File: config.mk
export PLATFORM = sky130hd
export DESIGN_NAME = baggage_drop_ctrl
export DESIGN_NICKNAME = d
export VERILOG_FILES = /design/src/rtl/baggage_drop_ctrl_pkg.sv /design/src/rtl/baggage_drop_ctrl_timer.sv /design/src/rtl/baggage_drop_ctrl.sv
export SDC_FILE = /design/constraint.sdc
export NUM_CORES = 1
export LEC_CHECK = 0
export ABC_CLOCK_PERIOD_IN_PS = 3800
export CAP_MARGIN = 20
export CORE_ASPECT_RATIO = 0.5
export CORE_MARGIN = 2
export CORE_UTILIZATION = 62
export CTS_BUF_LIST = sky130_fd_sc_hd__clkbuf_2 sky130_fd_sc_hd__clkbuf_4 sky130_fd_sc_hd__clkbuf_8
export DETAILED_ROUTE_END_ITERATION = 7
export HOLD_SLACK_MARGIN = 0.1
export PLACE_DENSITY = 0.86
export SYNTH_ARGS = -nofsm -noshare
export SYNTH_HDL_FRONTEND = slang
export SYNTH_SLANG_ARGS = --single-unit
File: constraint.sdc
create_clock -name clk -period 3.8 [get_ports clk]
set_input_delay 0.76 -clock clk [delete_from_list [all_inputs] [get_ports clk]]
set_output_delay 0.76 -clock clk [all_outputs]
set_load 0.01 [all_outputs]
File: src/rtl/baggage_drop_ctrl_pkg.sv
// Shared definitions for the baggage-drop sequencer: state encoding, fixed-point
// widths and the truncating average helper.
package baggage_pkg;

  localparam int FIX_W = 16;
  localparam int ACC_W = 20;
  // One bit wider than log2(16) so the count can reach SAMPLES itself.
  localparam int CNT_W = ACC_W - FIX_W + 1;

  localparam logic [2:0] ST_IDLE   = 3'd0;
  localparam logic [2:0] ST_SAMPLE = 3'd1;
  localparam logic [2:0] ST_COOL   = 3'd2;
  localparam logic [2:0] ST_DECIDE = 3'd3;
  localparam logic [2:0] ST_GATE   = 3'd4;
  localparam logic [2:0] ST_DONE   = 3'd5;

  typedef enum logic [2:0] {
    S_IDLE   = ST_IDLE,
    S_SAMPLE = ST_SAMPLE,
    S_COOL   = ST_COOL,
    S_DECIDE = ST_DECIDE,
    S_GATE   = ST_GATE,
    S_DONE   = ST_DONE
  } state_e;

  function automatic logic [FIX_W-1:0] avg_trunc(input logic [ACC_W-1:0] acc,
                                                 input int unsigned shift);
    logic [ACC_W-1:0] q;
    q = acc >> shift;
    return q[FIX_W-1:0];
  endfunction

endpackage

File: src/rtl/baggage_drop_ctrl_timer.sv
// Loadable down-counter shared by the cooldown and gate windows; expired is high
// while the count sits at zero.
module bd_timer #(
  parameter int W = 10
) (
  input  logic         clk,
  input  logic         rst_n,
  input  logic         load,
  input  logic [W-1:0] value,
  output logic         expired
);

  logic [W-1:0] cnt_q;
  logic [W-1:0] cnt_d;

  always_comb begin
    cnt_d = cnt_q;
    if (load) begin
      cnt_d = value;
    end else if (cnt_q != '0) begin
      cnt_d = cnt_q - 1'b1;
    end
  end

  always_ff @(posedge clk or negedge rst_n) begin
    if (!rst_n) begin
      cnt_q <= '0;
    end else begin
      cnt_q <= cnt_d;
    end
  end

  assign expired = (cnt_q == '0);

endmodule

File: src/rtl/baggage_drop_ctrl.sv
// Sequences one bag: average SAMPLES sensor readings, cool down, let the decision
// block judge t_act, pulse the gate if it says drop, then acknowledge the request.
module baggage_drop_ctrl
  import baggage_pkg::*;
#(
  parameter int unsigned SAMPLES     = 4,
  parameter int unsigned COOL_CYCLES = 1000,
  parameter int unsigned GATE_CYCLES = 500
) (
  input  logic             clk,
  input  logic             rst_n,
  input  logic             bag_req,
  output logic             bag_ack,
  input  logic             sens_valid,
  input  logic [FIX_W-1:0] sens_data,
  output logic [FIX_W-1:0] t_act,
  output logic             drop_en,
  input  logic             drop_activated,
  output logic             gate_open,
  output logic             busy
);

  localparam int unsigned SHIFT = $clog2(SAMPLES);
  localparam int unsigned MAX_CYC = (COOL_CYCLES > GATE_CYCLES) ? COOL_CYCLES : GATE_CYCLES;
  localparam int TMR_W = (MAX_CYC > 1) ? $clog2(MAX_CYC) : 1;
  localparam logic [TMR_W-1:0] COOL_LD  = TMR_W'(COOL_CYCLES - 1);
  localparam logic [TMR_W-1:0] GATE_LD  = TMR_W'(GATE_CYCLES - 1);
  localparam logic [CNT_W-1:0] LAST_SMP = CNT_W'(SAMPLES - 1);

  state_e           state_q, state_d;
  logic [ACC_W-1:0] acc_q, acc_d;
  logic [CNT_W-1:0] cnt_q, cnt_d;
  logic [FIX_W-1:0] t_act_q, t_act_d;
  logic             armed_q, armed_d;
  logic             settle_q, settle_d;
  logic             drop_en_q, drop_en_d;
  logic             gate_q, gate_d;
  logic             ack_q, ack_d;

  logic             tmr_load;
  logic [TMR_W-1:0] tmr_val;
  logic             tmr_exp;
  logic [ACC_W-1:0] sum;

  bd_timer #(.W(TMR_W)) u_timer (
    .clk     (clk),
    .rst_n   (rst_n),
    .load    (tmr_load),
    .value   (tmr_val),
    .expired (tmr_exp)
  );

  always_comb begin
    state_d   = state_q;
    acc_d     = acc_q;
    cnt_d     = cnt_q;
    t_act_d   = t_act_q;
    armed_d   = armed_q;
    settle_d  = settle_q;
    drop_en_d = drop_en_q;
    gate_d    = gate_q;
    ack_d     = 1'b0;
    tmr_load  = 1'b0;
    tmr_val   = COOL_LD;
    sum       = acc_q + {{(ACC_W-FIX_W){1'b0}}, sens_data};

    case (state_q)
      S_IDLE: begin
        // A level left high since the last ack must fall before it can start a new bag.
        if (!bag_req) begin
          armed_d = 1'b1;
        end else if (armed_q) begin
          armed_d = 1'b0;
          acc_d   = '0;
          cnt_d   = '0;
          state_d = S_SAMPLE;
        end
      end
      S_SAMPLE: begin
        if (sens_valid) begin
          acc_d = sum;
          cnt_d = cnt_q + 1'b1;
          if (cnt_q == LAST_SMP) begin
            t_act_d  = avg_trunc(sum, SHIFT);
            tmr_load = 1'b1;
            tmr_val  = COOL_LD;
            state_d  = S_COOL;
          end
        end
      end
      S_COOL: begin
        if (tmr_exp) begin
          drop_en_d = 1'b1;
          settle_d  = 1'b0;
          state_d   = S_DECIDE;
        end
      end
      S_DECIDE: begin
        // First cycle lets the comparator settle on the new enable; decide on the second.
        if (!settle_q) begin
          settle_d = 1'b1;
        end else if (drop_activated) begin
          gate_d   = 1'b1;
          tmr_load = 1'b1;
          tmr_val  = GATE_LD;
          state_d  = S_GATE;
        end else begin
          ack_d   = 1'b1;
          state_d = S_DONE;
        end
      end
      S_GATE: begin
        if (tmr_exp) begin
          gate_d  = 1'b0;
          ack_d   = 1'b1;
          state_d = S_DONE;
        end
      end
      S_DONE: begin
        drop_en_d = 1'b0;
        state_d   = S_IDLE;
      end
      default: begin
        drop_en_d = 1'b0;
        gate_d    = 1'b0;
        state_d   = S_IDLE;
      end
    endcase
  end

  always_ff @(posedge clk or negedge rst_n) begin
    if (!rst_n) begin
      state_q   <= S_IDLE;
      acc_q     <= '0;
      cnt_q     <= '0;
      t_act_q   <= '0;
      armed_q   <= 1'b0;
      settle_q  <= 1'b0;
      drop_en_q <= 1'b0;
      gate_q    <= 1'b0;
      ack_q     <= 1'b0;
    end else begin
      state_q   <= state_d;
      acc_q     <= acc_d;
      cnt_q     <= cnt_d;
      t_act_q   <= t_act_d;
      armed_q   <= armed_d;
      settle_q  <= settle_d;
      drop_en_q <= drop_en_d;
      gate_q    <= gate_d;
      ack_q     <= ack_d;
    end
  end

  assign t_act     = t_act_q;
  assign drop_en   = drop_en_q;
  assign gate_open = gate_q;
  assign bag_ack   = ack_q;
  assign busy      = (state_q != S_IDLE);

endmodule

* Word-level counts from Yosys, hierarchy flattened
Index checks and enable logic that the tools add are counted.
** Word-level totals
- Output and inout bits :: 20
- Word-level logic and storage cells :: 83
- Input port bits :: 21
- Bits in registers :: 59
** Operators by class
- Add/sub/neg operators :: 3
- Bitwise operators :: 2
- Reductions and logical operators :: 15
- Eq/ne operators :: 14
- Multiplexer cells :: 39
** Operators with widths (count)
- 2-to-1 mux 20 bit :: 3
- 2-to-1 mux 10 bit :: 5
- case mux 20 bit (2 select lines) :: 1
- 2-to-1 mux 3 bit :: 7
- adder 20 x 16 -> 20 bit :: 1
- != test 2 bit, second input constant :: 8
- 2-to-1 mux 5 bit :: 3
- case mux 3 bit (5 select lines) :: 1
- 2-to-1 mux 1 bit :: 13
- logical NOT 10 bit :: 1
- case mux 5 bit (2 select lines) :: 1
- nonzero test 10 bit :: 1
- subtractor 10 x 1 -> 10 bit, second input constant :: 1
- case mux 1 bit (2 select lines) :: 4
- AND reduction 4 bit :: 2
- OR reduction 4 bit :: 2
- AND reduction 7 bit :: 1
- == test 3 x 2 -> 1 bit, second input constant :: 2
- == test 3 bit, second input constant :: 2
- nonzero test 2 bit :: 3
- adder 5 x 1 -> 5 bit, second input constant :: 1
- == test 5 x 2 -> 1 bit, second input constant :: 1
- AND reduction 2 bit :: 2
- == test 3 x 1 -> 1 bit, second input constant :: 1
- other kinds (5) :: 6

* Logic depth before layout (Yosys ltp)
Gate-level depths: netlist of run 1.
- Word-level depth :: 5
- Gate-level depth with buffers :: 8

* By module
Synthesis of run 1 repeated with hierarchy kept, for this count alone.
** Unflattened totals
- Cells, all modules :: 340
- Area total of the unflattened synthesis :: 3308.2 sq um
** By module, submodules not included
- baggage_drop_ctrl :: cells each 272, seq. area each 1176.1 sq um, area an instance 2687.6 sq um, instances 1
- bd_timer :: cells each 68, seq. area each 250.2 sq um, area an instance 620.6 sq um, instances 1

* Least setup slack after synthesis of run 1
No wires, ideal clock.
- Path kind :: input to register
- From :: input port sens_data[0]
- To :: register t_act_q[12], in the netlist t_act[12]
- Stages on the path :: 8
- Buffers on the path :: 0
- Arrival time :: 2675 ps
- Path slack :: 1000 ps
- Data required time :: 3675 ps
- Cell sequence :: ha_1 fa_1 a211oi_2 o21bai_2 a221oi_4 o221ai_2 xor2_1 mux2_2
** Between the ends
- Longest elaborated chain between the ends :: 1
** RTL lines
- start, declared :: line baggage_drop_ctrl.sv:15 : input logic [FIX_W-1:0] sens_data,
- adder 20 x 16 -> 20 bit :: line baggage_drop_ctrl.sv:65 : sum = acc_q + {{(ACC_W-FIX_W){1'b0}}, sens_data};
- end signal, assigned :: line baggage_drop_ctrl.sv:146 : t_act_q <= t_act_d;
- end, declared :: line baggage_drop_ctrl.sv:33 : logic [FIX_W-1:0] t_act_q, t_act_d;
Every way passes these cells.
A chain may end at the register's enable or synchronous reset.

* Worst setup path after layout of run 1
Ends and elaborated chain as after synthesis.

==> results of run 1 <==
==> metal layers <==
| layer | track usage [%] | routed length, microns | up-vias |
|---|---|---|---|
| met1 | 33.0 | 3230 | 1286 |
| met3 | 6.56 | 326 | 12 |
| met4 | 9.87 | 123 | 0 |
| met5 | 0 | 0 | - |
| li1 | - | - | 1291 |
| met2 | 48.4 | 3510 | 71 |
==> logic make-up after synthesis <==
logic type               after synthesis
flip-flops                            57
AND/OR/NAND/NOR                      111
buffers and inverters                 20
adder cells (fa/ha/maj)               20
XOR/XNOR                              19
multiplexers                           8
AO/OA/AOI/OAI                         95
==> worst reg2reg max path, stage by stage, from the launching register on <==
cell and delay, ns:
sky130_fd_sc_hd__dfrtp_1 0.38, sky130_fd_sc_hd__ha_1 0.22, sky130_fd_sc_hd__fa_1 0.46, sky130_fd_sc_hd__a211oi_2 0.28, sky130_fd_sc_hd__o21bai_2 0.16, sky130_fd_sc_hd__a221oi_4 0.42, sky130_fd_sc_hd__o221ai_2 0.17, sky130_fd_sc_hd__xor2_1 0.17
sky130_fd_sc_hd__mux2_2 0.27
==> layout make-up <==
| cell class | instances | area share (%) |
|---|---|---|
| multi-input cells | 253 | 44.5 |
| repair buffers | 42 | 10.6 |
| well taps | 70 | 2.26 |
| clock inverters | 2 | 0.323 |
| inverters | 10 | 0.970 |
| clock buffers | 13 | 4.46 |
| flip-flops and latches | 57 | 36.9 |
==> synth_stat cells, drive strengths merged, types with 2 or more instances <==
library cell   n
nand2         52
dfrtp         57
clkbuf         5
or3            4
xnor2         14
buf            5
nand3         10
nor4           3
nor2          13
nand4b         2
a21oi         23
o31a           2
a31oi          3
mux2           8
a21o           4
xor2           5
nand4          2
o21a           5
nor3           9
a211oi         4
o31ai          3
and3           5
inv           10
nand3b         2
nor2b          3
ha            19
o21ai         26
a22o          12
o21bai         2
and2           2
==> power breakdown <==
| part | leakage [nW] | internal [mW] | switching (mW) |
|---|---|---|---|
| Sequential | 0.702 | 0.872 | 0.206 |
| Combinational | 0.906 | 0.804 | 0.908 |
| Clock | 0.0949 | 0.293 | 0.234 |
==> layout by cell type (no fill, tap or decap), types with 4 or more instances in the layout <==
master / Yosys / layout
sky130_fd_sc_hd__a21o_1: 4 / 4
sky130_fd_sc_hd__a21oi_1: 21 / 21
sky130_fd_sc_hd__a22o_1: 12 / 12
sky130_fd_sc_hd__and3_1: 4 / 4
sky130_fd_sc_hd__clkbuf_8: 0 / 12
sky130_fd_sc_hd__clkdlybuf4s50_1: 0 / 39
sky130_fd_sc_hd__dfrtp_1: 57 / 57
sky130_fd_sc_hd__ha_1: 19 / 19
sky130_fd_sc_hd__inv_1: 9 / 9
sky130_fd_sc_hd__mux2_2: 8 / 8
sky130_fd_sc_hd__nand2_1: 52 / 52
sky130_fd_sc_hd__nand3_1: 10 / 10
sky130_fd_sc_hd__nor2_1: 13 / 13
sky130_fd_sc_hd__nor3_1: 9 / 9
sky130_fd_sc_hd__o21a_1: 5 / 5
sky130_fd_sc_hd__o21ai_0: 16 / 16
sky130_fd_sc_hd__o21ai_1: 9 / 9
sky130_fd_sc_hd__or3_1: 4 / 4
sky130_fd_sc_hd__xnor2_1: 14 / 14
sky130_fd_sc_hd__xor2_1: 5 / 5
==> sequential cells by signal (all words and copies together) (netlist names) <==
signal,cells
bag_ack,1
state_q,3
t_act,16
cnt_q,5
acc_q,18
u_timer.cnt_q,10
armed_q,1
settle_q,1
gate_open,1
drop_en,1
==> worst paths after layout <==
| path | to | slack, ns |
|---|---|---|
| min in group clk | t_act[13] | 0.48 |
| worst min-delay path | u_timer.cnt_q[8] | 0.45 |
| worst max-delay path | t_act[12] | 0.69 |
| worst max register to register | t_act[12] | 1.15 |
| max in group asynchronous | acc_q[13] | 2.54 |
| worst min register to register | t_act[13] | 0.48 |
==> flow_summary.ini, run 1 <==
[pwr]
power.density_cell_area_mw_per_mm2 = 857
power.ir.vdd_worst_uv = 373
power.total_mw = 3.32
cellLeakagePower_nw = 1.70

[clock_network]
clock_path_buffers = 2
ctsResizeCount = 0
clk-insertion-delay-late_ns = 0.34
clk_root_buf = sky130_fd_sc_hd__clkbuf_8
cts.sink_count = 57
tritoncts = done
clk_pin_slew_worst_paths_ns = 0.07
cts_setup_buffers = 0
cts_hold_repair.buffers = 0
cts_htree_levels = 3
cts_inserted_buffers = 9

[layout]
flow.area_growth_from_synthesis_pct = 19.8
multiInputGateArea_sq_mm = 0.00172
layout.core_utilization_pct = 77.8
drive_above_1_share_pct = 10.3
number_of_nets_in_the_layout = 414
area.sequential_sq_mm = 0.00143
instances_no_fill = 447
fill_cells = 325
antenna-diode-count = 0
finish.instance_area_sq_mm = 0.00387

[synthesis]
postSynthAreaPerCell_sq_um = 9.79
async_reset_ff_share_pct = 100
post_synth_inst_count = 330
yosys_warnings = 0
synth-seq-area-share_pct = 44.2
synth_ff_type = sky130_fd_sc_hd__dfrtp_1
synth_simple_gate_area_share_pct = 16.3
synthDistinctLibCells = 54
synthTopCellsByArea = sky130_fd_sc_hd__dfrtp_1, sky130_fd_sc_hd__ha_1, sky130_fd_sc_hd__nand2_1
postSynthRegisterBits = 57
synthDominantCellAreaShare_pct = 44.2
syn-cell-area_sq_mm = 0.00323
synth-compound-area-share_pct = 21.1
synth_area_leader_cell = sky130_fd_sc_hd__dfrtp_1
synthXorXnorAreaFrac_pct = 5.15
synth_top_family_by_area = compound AO/OA/AOI/OAI gates
synth-edff-count = 0
muxShareOfSynthArea_pct = 2.79
fraction_of_the_mapped_netlist_area_in_adder_cells_pct = 7.98
net_count_after_synthesis = 371

[floorplan]
start_util_pct = 64.9
design.die.area_sq_mm = 0.00584
core-area_sq_mm = 0.00498
num_rows = 18
io_pins = 41
fp.dieH_microns = 55.0
die_width_microns = 106

[setup_path]
worstPathMaxFanout = 4
arrival_ns = 3.33
setup.worst_path.start = sens_data[0]
cp.depth = 9
cp_data_required_time_ns = 4.02
critPathKind = in2reg
cp_slowest_stage_delay_ns = 0.45
rr_startpoint = acc_q[0]
timing.critical_path.cells = clkdlybuf4s50_1 > ha_1 > fa_1 > a211oi_2 > o21bai_2 > a221oi_4 > o221ai_2 > xor2_1 > mux2_2
path_delay_family = compound AO/OA/AOI/OAI gates
worst-path-buf-inv = 1
reg2reg_depth = 8
critical_path_sink_type = register
worst_setup_path_start_kind = input port
critical_path.slowest_cell = sky130_fd_sc_hd__fa_1

[global_route]
groute.usage.overall_pct = 26.9
grt_antenna_before_repair = 0
grt_max_degree = 32
grt_first_pass_wirelength_microns = 11800
grt_pass1_vias = 2518
globalRoute.totalOverflow = 0

[timing]
timing.setup.tns_ns = 0
actual_slew_at_the_worst_max_slew_pin_ns = 0.877
rsz0062_at_grt = no
setup_ws_ns = 0.691
max_freq_ghz = 0.322
timing_max_transition_violations_final = 0
fin_skew_ns = 0.0128
period_share_pct = 81.8
whs_ns = 0.455
maxSlewHeadroom_pct = 41.4
timing.final.setup_violations = 0
finalHoldViolations = 0
layout_min_cycle_time_ns = 3.11

[drt]
antenna_violating_nets_remaining = 0
drt-pass1-iter-count = 5
dr.first_iter.drc_count = 124
routed_wl_microns = 7190
routed-via-count = 2660
route.detailed.wl_per_inst_microns = 16.1
drc_errors = 0
avgViaCountPerCell = 5.95

[place]
place.port_buffers = 40
finalWeightedCongestion = 0.844
detailedPlace.worstSlack_ns = 0.372
post-place-cells = 432
detailedPlacementHpwl_microns = 5050
placed_cell_area_sq_mm = 0.00368

[status]
outcome = finished, final reports clean

[worst_hold_path]
hold_class = in2async

[job]
drv_cap = 0
Power figures use the tool's default switching activity.
==> run 2: changes to the inputs <==
--- a/config.mk
+++ b/config.mk
@@ -5,15 +5,15 @@
 export SDC_FILE = /design/constraint.sdc
 export NUM_CORES = 1
 export LEC_CHECK = 0
-export ABC_CLOCK_PERIOD_IN_PS = 3800
+export ABC_CLOCK_PERIOD_IN_PS = 3250
 export CAP_MARGIN = 20
 export CORE_ASPECT_RATIO = 0.5
 export CORE_MARGIN = 2
-export CORE_UTILIZATION = 62
+export CORE_UTILIZATION = 57
 export CTS_BUF_LIST = sky130_fd_sc_hd__clkbuf_2 sky130_fd_sc_hd__clkbuf_4 sky130_fd_sc_hd__clkbuf_8
 export DETAILED_ROUTE_END_ITERATION = 7
 export HOLD_SLACK_MARGIN = 0.1
-export PLACE_DENSITY = 0.86
+export PLACE_DENSITY = 0.8
 export SYNTH_ARGS = -nofsm -noshare
 export SYNTH_HDL_FRONTEND = slang
 export SYNTH_SLANG_ARGS = --single-unit
==> constraint.sdc (replaced) <==
create_clock -name clk -period 3.25 [get_ports clk]
set_input_delay 0.65 -clock clk [delete_from_list [all_inputs] [get_ports clk]]
set_output_delay 0.65 -clock clk [all_outputs]
set_load 0.01 [all_outputs]
==> run 2 against run 1 <==
Sequential power up 18%. Sequential share of layout area shrank 1.3 points. Sequential cell count did not move. Wire length is 5.3% higher. Power rose by 28%. Combinational power grew 19%. Core utilization fell by 4.5 points. Register-to-register slack worse by 0.40 ns. Largest cell class unchanged. Highest routed layer unchanged.
==> flow_summary.ini, run 2 (synthesized netlist as in run 1, its figures left out) <==
[status]
outcome = finished, final reports clean

[timing]
finalHoldViolations = 0
whs_ns = 0.142
timing_max_transition_violations_final = 0
max_freq_ghz = 0.352
fin_skew_ns = 0.0110
timing.setup.tns_ns = 0
layout_min_cycle_time_ns = 2.84
maxSlewHeadroom_pct = 51.4
rsz0062_at_grt = no
setup_ws_ns = 0.411
period_share_pct = 87.4
timing.final.setup_violations = 0
actual_slew_at_the_worst_max_slew_pin_ns = 0.729

[layout]
layout_commonest_cell = sky130_fd_sc_hd__dfrtp_1
largest_reg_flops = 18
number_of_nets_in_the_layout = 418
flow.area_growth_from_synthesis_pct = 24.1
top_register = acc_q
final_cell_mix = sky130_fd_sc_hd__dfrtp_1, sky130_fd_sc_hd__nand2_1, sky130_fd_sc_hd__clkdlybuf4s50_1
antenna-diode-count = 0
drive_above_1_share_pct = 11.5
fill_cells = 401
finish.instance_area_sq_mm = 0.00401

[place]
place.port_buffers = 40
detailedPlace.worstSlack_ns = 0.0391
detailedPlacementHpwl_microns = 5150
finalWeightedCongestion = 0.831
placed_cell_area_sq_mm = 0.00371

[clock_network]
clk_root_buf = sky130_fd_sc_hd__clkbuf_8
clock_path_buffers = 2
ctsResizeCount = 0
cts_htree_levels = 3
cts_setup_buffers = 0
clk-insertion-delay-late_ns = 0.35
cts_inserted_buffers = 9
cts_hold_repair.buffers = 0
cts.sink_count = 57
tritoncts = done
clk_pin_slew_worst_paths_ns = 0.07

[floorplan]
start_util_pct = 59.1
die_width_microns = 110
design.die.area_sq_mm = 0.00632
io_pins = 41
fp.dieH_microns = 57.2
num_rows = 19
core-area_sq_mm = 0.00547

[global_route]
grt_max_degree = 48
globalRoute.totalOverflow = 0
grt_antenna_before_repair = 0
grt_first_pass_wirelength_microns = 12600
groute.usage.overall_pct = 25.5
grt_pass1_vias = 2631

[drt]
routed_wl_microns = 7570
antenna_violating_nets_remaining = 0
drt-pass1-iter-count = 4
route.detailed.wl_per_inst_microns = 16.6
drc_errors = 0
routed-via-count = 2715
dr.first_iter.drc_count = 147
avgViaCountPerCell = 5.97

[setup_path]
cp_data_required_time_ns = 3.48
worstPathMaxFanout = 3
worst_setup_path_start_kind = input port
critical_path_sink_type = register
critPathKind = in2reg
arrival_ns = 3.07

[pwr]
seq_power_share_pct = 29.9
power.ir.vdd_worst_uv = 597
swShare_pct = 38.3
clock_power_share_pct = 21.9
total_switching_power_mw = 1.62
p_int_mw = 2.61
power.total_mw = 4.23
cellLeakagePower_nw = 1.77
combinationalPowerShare_pct = 48.2
power.density_cell_area_mw_per_mm2 = 1060

[job]
drv_cap = 0

[worst_hold_path]
hold_class = in2async
## run 2: cell types whose count changed in the layout (fill, tap and decap cells not counted)
cell                         delta
sky130_fd_sc_hd__buf_4          +3
sky130_fd_sc_hd__clkinvlp_4     -1
sky130_fd_sc_hd__bufinv_16      +4
sky130_fd_sc_hd__clkbuf_4       -1
sky130_fd_sc_hd__buf_12         +1
sky130_fd_sc_hd__clkbuf_8       -1
## run 2: per-layer routing
| metal | wire [microns] | vias up | GRT usage (%) |
|---|---|---|---|
| met5 | 0 | - | 0 |
| met3 | 402 | 11 | 6.80 |
| met1 | 3380 | 1325 | 34.0 |
| met2 | 3690 | 77 | 41.5 |
| met4 | 104 | 0 | 8.93 |
| li1 | - | 1302 | - |
## run 2: path summary, 6_finish.rpt
| kind | start | to | slack, ns | cells past startpoint |
|---|---|---|---|---|
| setup / recovery | sens_data[0] | t_act[6] | 0.41 | 9 |
| hold / removal | rst_n | u_timer.cnt_q[3] | 0.14 | 1 |
| setup reg to reg | acc_q[0] | t_act[6] | 0.75 | 8 |
| hold reg to reg | armed_q | armed_q | 0.49 | 2 |
| max in group asynchronous | rst_n | acc_q[16] | 2.40 | 3 |
| min in group clk | armed_q | armed_q | 0.49 | 2 |
## run 2: final cells by class
| cell class | instances | area [sq um] | share of cell area (%) |
|---|---|---|---|
| clock buffer | 11 | 151 | 3.78 |
| clock inverter | 5 | 125 | 3.12 |
| inverter | 10 | 37.5 | 0.937 |
| multi-input combinational | 253 | 1720 | 43.0 |
| sequential | 57 | 1430 | 35.6 |
| tap | 73 | 91.3 | 2.28 |
| timing repair buffer | 46 | 453 | 11.3 |
## run 2: power by group through the flow
stage          sequential (mW)  clock (mW)  combinational (mW)
3_5_place_dp              1.26           0                2.00
4_1_cts                   1.26       0.925                2.03
3_3_place_gp              1.25           0                1.90
6_report                  1.27       0.924                2.04
2_1_floorplan             1.24           0                1.41
5_1_grt                   1.30       0.964                2.26
## run 2: worst max-delay path, cell delays in order
cell	delay (ns)
sky130_fd_sc_hd__clkdlybuf4s50_1	0.40
sky130_fd_sc_hd__ha_1	0.23
sky130_fd_sc_hd__fa_1	0.42
sky130_fd_sc_hd__a211oi_2	0.25
sky130_fd_sc_hd__o21bai_2	0.15
sky130_fd_sc_hd__a2111oi_2	0.41
sky130_fd_sc_hd__nor3_1	0.12
sky130_fd_sc_hd__xor2_1	0.17
sky130_fd_sc_hd__mux2_2	0.27
## run 2: stage by stage
stage	instances	util (%)
floorplan	330	-
detailed placement	438	67.9
CTS	454	72.9
finish	455	73.3
global placement	438	67.9
global route	455	73.3
==> run 3: changes to the inputs <==
--- a/config.mk
+++ b/config.mk
@@ -9,11 +9,12 @@
 export CAP_MARGIN = 20
 export CORE_ASPECT_RATIO = 0.5
 export CORE_MARGIN = 2
-export CORE_UTILIZATION = 57
+export CORE_UTILIZATION = 65
 export CTS_BUF_LIST = sky130_fd_sc_hd__clkbuf_2 sky130_fd_sc_hd__clkbuf_4 sky130_fd_sc_hd__clkbuf_8
 export DETAILED_ROUTE_END_ITERATION = 7
+export DONT_BUFFER_PORTS = 1
 export HOLD_SLACK_MARGIN = 0.1
-export PLACE_DENSITY = 0.8
+export PLACE_DENSITY = 0.79
 export SYNTH_ARGS = -nofsm -noshare
 export SYNTH_HDL_FRONTEND = slang
 export SYNTH_SLANG_ARGS = --single-unit
==> run 3 against run 2 <==
Via count decreased by 8.9%. Largest power group unchanged. Power fell by 15%. Combinational power down 17%. Worst setup slack better by 0.22 ns. Design area is 13% lower. Largest cell class unchanged. Die area fell by 12%. First-iteration DRC count rose by 12%. Count of clock-buffer cells in the layout up 1. Non-clock buffer count shrank 44. Clock skew fell by 0.0044 ns. Cell count fell by 11%. Global-route usage increased by 0.35 points.
==> flow_summary.ini, run 3 (synthesized netlist as in run 1, its figures left out) <==
[layout]
largest_reg_flops = 18
layout_commonest_cell = sky130_fd_sc_hd__dfrtp_1
final_cell_mix = sky130_fd_sc_hd__dfrtp_1, sky130_fd_sc_hd__nand2_1, sky130_fd_sc_hd__a21oi_1
area.sequential_sq_mm = 0.00143
number_of_nets_in_the_layout = 374
fill_cells = 361
antenna-diode-count = 0
drive_above_1_share_pct = 10.7
top_register = acc_q
multiInputGateArea_sq_mm = 0.00172
flow.area_growth_from_synthesis_pct = 7.32

[status]
outcome = finished, final reports clean

[clock_network]
clk_pin_slew_worst_paths_ns = 0.06
tritoncts = done
ctsResizeCount = 0
clk_root_buf = sky130_fd_sc_hd__clkbuf_8
cts_inserted_buffers = 9
clk-insertion-delay-late_ns = 0.34
cts_hold_repair.buffers = 1
cts.sink_count = 57
clock_path_buffers = 2
cts_htree_levels = 3
cts_setup_buffers = 0

[timing]
max_freq_ghz = 0.381
layout_min_cycle_time_ns = 2.62
finalHoldViolations = 0
fin_skew_ns = 0.00667
setup_ws_ns = 0.628
timing.setup.tns_ns = 0
timing_max_transition_violations_final = 0
rsz0062_at_grt = no
timing.final.setup_violations = 0
maxSlewHeadroom_pct = 39.1
period_share_pct = 80.7
actual_slew_at_the_worst_max_slew_pin_ns = 0.911

[setup_path]
cp_data_required_time_ns = 3.47
reg2reg_depth = 8
critPathKind = reg2reg
timing.critical_path.cells = ha_1 > fa_1 > a211oi_2 > o21bai_2 > a221oi_4 > o221ai_2 > xor2_1 > mux2_2
rr_startpoint = acc_q[0]
regToRegSetupSlack_ns = 0.63
critical_path_sink_type = register
worst_setup_path_start_kind = register
worstPathMaxFanout = 4
regToRegEndpoint = t_act[12]
arrival_ns = 2.85
critical_path.slowest_cell = sky130_fd_sc_hd__fa_1
cp_slowest_stage_delay_ns = 0.44

[global_route]
groute.usage.overall_pct = 25.9
grt_max_degree = 58
grt_first_pass_wirelength_microns = 10900
grt_antenna_before_repair = 0
globalRoute.totalOverflow = 0
grt_pass1_vias = 2326

[drt]
drt-pass1-iter-count = 4
dr.first_iter.drc_count = 165
routed_wl_microns = 6730
avgViaCountPerCell = 6.11
drc_errors = 0
route.detailed.wl_per_inst_microns = 16.6
antenna_violating_nets_remaining = 0
routed-via-count = 2473

[floorplan]
io_pins = 41
design.die.area_sq_mm = 0.00558
core-area_sq_mm = 0.00486
die_width_microns = 104
fp.dieH_microns = 53.9
num_rows = 18
start_util_pct = 66.4

[worst_hold_path]
hold_class = in2async

[pwr]
power.ir.vdd_worst_uv = 436
power.density_cell_area_mw_per_mm2 = 1030
cellLeakagePower_nw = 1.55

[place]
detailedPlacementHpwl_microns = 4700
detailedPlace.worstSlack_ns = 0.381
finalWeightedCongestion = 0.831
place.port_buffers = 0

[job]
drv_cap = 0
## run 3: cell types whose count changed in the layout (fill, tap and decap cells not counted), moves of 2 or more
cell | previous run | this run
sky130_fd_sc_hd__buf_4 | 5 | 1
sky130_fd_sc_hd__bufinv_16 | 4 | 0
sky130_fd_sc_hd__clkbuf_4 | 0 | 2
sky130_fd_sc_hd__clkdlybuf4s50_1 | 39 | 0
## run 3: area by class of cell
cell class,count,area share [%]
flip-flops and latches,57,41.1
clock inverters,1,0.144
inverters,10,1.08
well taps,70,2.53
clock buffers,12,4.40
repair buffers,2,1.01
multi-input cells,253,49.7
## run 3: worst max-delay path, delay by kind of cell, from the launching register on
family | cells | cell delay (ns)
AO/OA/AOI/OAI | 4 | 1.01
XOR/XNOR | 1 | 0.17
multiplexers | 1 | 0.27
adder cells (fa/ha/maj) | 2 | 0.67
flip-flops | 1 | 0.40
## run 3: where the power goes
part           internal [mW]  switching, mW  leakage (nW)
clock network          0.300          0.255        0.0850
logic                  0.754          0.948         0.762
registers               1.02          0.303         0.702
total                   2.07           1.51          1.55
## run 3: how the worst max path moves through the flow
stage / from / endpoint / slack [ns] / cells past startpoint
floorplan: sens_data[0] / t_act[12] / 0.56 / 8
global placement: sens_data[0] / t_act[12] / 0.44 / 8
detailed placement: sens_data[0] / t_act[12] / 0.38 / 8
CTS: acc_q[0] / t_act[12] / 0.62 / 8
global route: acc_q[0] / t_act[12] / 0.50 / 8
finish: acc_q[0] / t_act[12] / 0.63 / 8
## run 3: routing by layer
metal	track usage, %	wire (microns)	up-vias
met2	45.8	3250	88
met3	8.60	423	11
li1	-	-	1206
met5	0	0	-
met1	31.1	2990	1168
met4	8.56	69	0
## run 3: metrics by stage
| stage | utilization [%] | power (mW) | hold WS, ns | std cells | instance area [sq um] |
|---|---|---|---|---|---|
| after floorplan | - | 2.65 | 0.354 | 330 | 3230 |
| after global placement | 67.5 | 2.89 | 0.355 | 391 | 3280 |
| after detailed placement | 67.5 | 2.99 | 0.355 | 391 | 3280 |
| after CTS | 71.3 | 3.58 | 0.171 | 405 | 3470 |
| after global routing | 71.3 | 3.86 | 0.183 | 405 | 3470 |
| final | 71.3 | 3.58 | 0.165 | 405 | 3470 |
==> RTL change (config.mk and constraints of run 1) <==
One comparison of `cnt_q` changes from == to >=.
--- a/src/rtl/baggage_drop_ctrl.sv
+++ b/src/rtl/baggage_drop_ctrl.sv
@@ -80,7 +80,7 @@
         if (sens_valid) begin
           acc_d = sum;
           cnt_d = cnt_q + 1'b1;
-          if (cnt_q == LAST_SMP) begin
+          if (cnt_q >= LAST_SMP) begin
             t_act_d  = avg_trunc(sum, SHIFT);
             tmr_load = 1'b1;
             tmr_val  = COOL_LD;
Function: same outputs for any inputs over 4 cycles, from zero or initial values and one cycle with rst_n low; that may be too few to reach the edited logic, so the function may still have changed.
==> RTL change against run 1 <==
Sequential cell count stayed put; first-iteration DRC count up 38%; design area rose by 1.7%; routed wire length increased by 3.7%; setup slack improved by 310 ps; final cell count up 4.9%; synthesized area increased by 2.3%; fmax grew 11%; critical endpoint is now acc_q[16].
Power is not compared: it rests on default switching activity, and its combinational part moved more than twofold at a synthesized area within 25%.
==> RTL change: results (changes against run 1) <==
yosys:
  synth_common_cells: "64 x nand2_1, 57 x dfrtp_1, 44 x o21ai_0"  # was 57 x dfrtp_1, 52 x nand2_1, 21 x a21oi_1
  ys_top_cells_by_area: "dfrtp_1 43%, nand2_1 7.3%, ha_1 7.2%, o21ai_0 6.7%, xnor2_1 2.9%"  # was dfrtp_1 44%, ha_1 7.4%, nand2_1 6.0%, xnor2_1 3.8%, a21oi_1 3.3%
  synth-seq-area-share_pct: 43.2  # was 44.2%
  syn-num-nets: 396  # was 371
  ys_warn_count: 0  # unchanged
  synth_most_common_cell: "nand2_1"  # was dfrtp_1
  yosysUniqueCellTypes: 58  # was 54
  synth_flop_cell: "dfrtp_1"  # unchanged
global_routing:
  grt_pass1_vias: 2831  # was 2518
  antenna_found_initial: 0  # unchanged
  grt_start_max_net_pins: 38  # was 32
  track_usage_pct: 27.3  # was 26.9%
  grt_pass1_wl_um: 12700  # was 11800 um
layout:
  fin_nets: 435  # was 414
  top_register: "acc_q"  # unchanged
  drive_above_1_share_pct: 9.27  # was 10.3%
  fill_cells: 328  # was 325
  largest_register_ffs: 18  # unchanged
clock_tree:
  root_buffer: "clkbuf_8"  # unchanged
  clockBufferDepth: 2  # unchanged
  cts_max_level: 3  # unchanged
  clk_latency_ps: 340  # about the same
  clkSlewWorstSetupHoldPaths_ps: 70  # about the same
  cts_buffers: 9  # unchanged
  post_cts_buffers: 0  # unchanged
  cts-resized-gates: 0  # unchanged
setup_path:
  cpLargestDelayFamily: "compound AO/OA/AOI/OAI gates"  # unchanged
  r2r_cells: 6  # was 8
  crit-reg2reg-capture: "t_act[2]"  # was t_act[12]
  reg2reg_slack_ps: 1330  # was 1150 ps
  cp.arrival_ps: 3070  # was 3330 ps
  crit_fanout: 4  # unchanged
  reg2reg_from: "cnt_q[0]"  # was acc_q[0]
  startpoint: "sens_data[0]"  # unchanged
  critPathCapture: "acc_q[16]"  # was t_act[12]
  worst_path_max_delay_cell: "fa_1"  # unchanged
pwr:
  peakVddDrop_uv: 257
  leakagePower_nw: 1.73
worst_hold_path:
  min_from: "t_act[1]"
  min_path_type: "reg2reg"  # was in2async
timing:
  final_period_minus_worst_setup_slack_ps: 2800  # was 3110 ps
  finalClockSkew_ps: 6.05  # was 12.8 ps
  max_slew_margin_pct: 42.4  # was 41.4%
drt:
  finalWirelength_um: 7460  # was 7190 um
  routed_via_density: 6.03  # was 5.95
  drt_iter0_drc: 171  # was 124
  first_pass_iters: 5  # unchanged
place:
  dp_hpwl_um: 5160  # was 5050 um
  place_area_mm2: 0.00370  # was 0.00368 mm^2
  pre_cts_slack_ps: 653  # was 372 ps
  place_congestion: 0.932  # was 0.844
  portBuffers: 40  # unchanged
status:
  status: "finished, final reports clean"  # unchanged
[RTL change: kinds of logic after synthesis]
logic type               synth area share [%]
AO/OA/AOI/OAI                            21.1
XOR/XNOR                                 5.04
adder cells (fa/ha/maj)                  7.80
buffers and inverters                    3.86
flip-flops                               43.2
multiplexers                            0.606
AND/OR/NAND/NOR                          18.4
[RTL change: area by class of cell]
class	count	area [um^2]	area share (%)
Multi-Input combinational cell	277	1750	44.5
Sequential cell	57	1430	36.2
Timing Repair Buffer	42	410	10.4
Clock buffer	14	174	4.42
Tap cell	70	87.6	2.23
Clock inverter	2	60.1	1.53
Inverter	7	26.3	0.668
[RTL change: layer usage]
layer	routed length, um	GRT usage (%)	vias to the layer above	part of all wire (%)
li1	-	-	1349	-
met1	3290	34.4	1372	44
met2	3610	44.9	86	48
met3	370	7.49	22	5.0
met4	184	11.3	0	2.5
met5	0	0	-	0
[RTL change: tightest hold or removal path: stages, from the launching register on]
cell	delay, ps
dfrtp_1	340
nand2_1	40
o21ai_0	60
[RTL change: how the worst min path moves through the flow]
stage,slack [ps],endpoint,cells after the start
2_1_floorplan,450,armed_q,2
3_3_place_gp,460,t_act[7],2
3_5_place_dp,470,t_act[1],2
4_1_cts,490,t_act[1],2
5_1_grt,500,acc_q[4],2
6_report,480,t_act[1],2
[RTL change: metrics by stage]
step                power, mW  utilization [%]  std cells
finish                   1.51             78.4        469
global route             1.57             78.4        469
CTS                      1.52             78.4        469
detailed placement      0.854             73.7        453
global placement        0.842             73.7        453
floorplan               0.779                -        355
[RTL change: report_power, final]
part / internal [mW] / switching, mW
clock network: 0.428 / 0.242
registers: 0.644 / 0.0411
logic: 0.0814 / 0.0787
total: 1.15 / 0.361
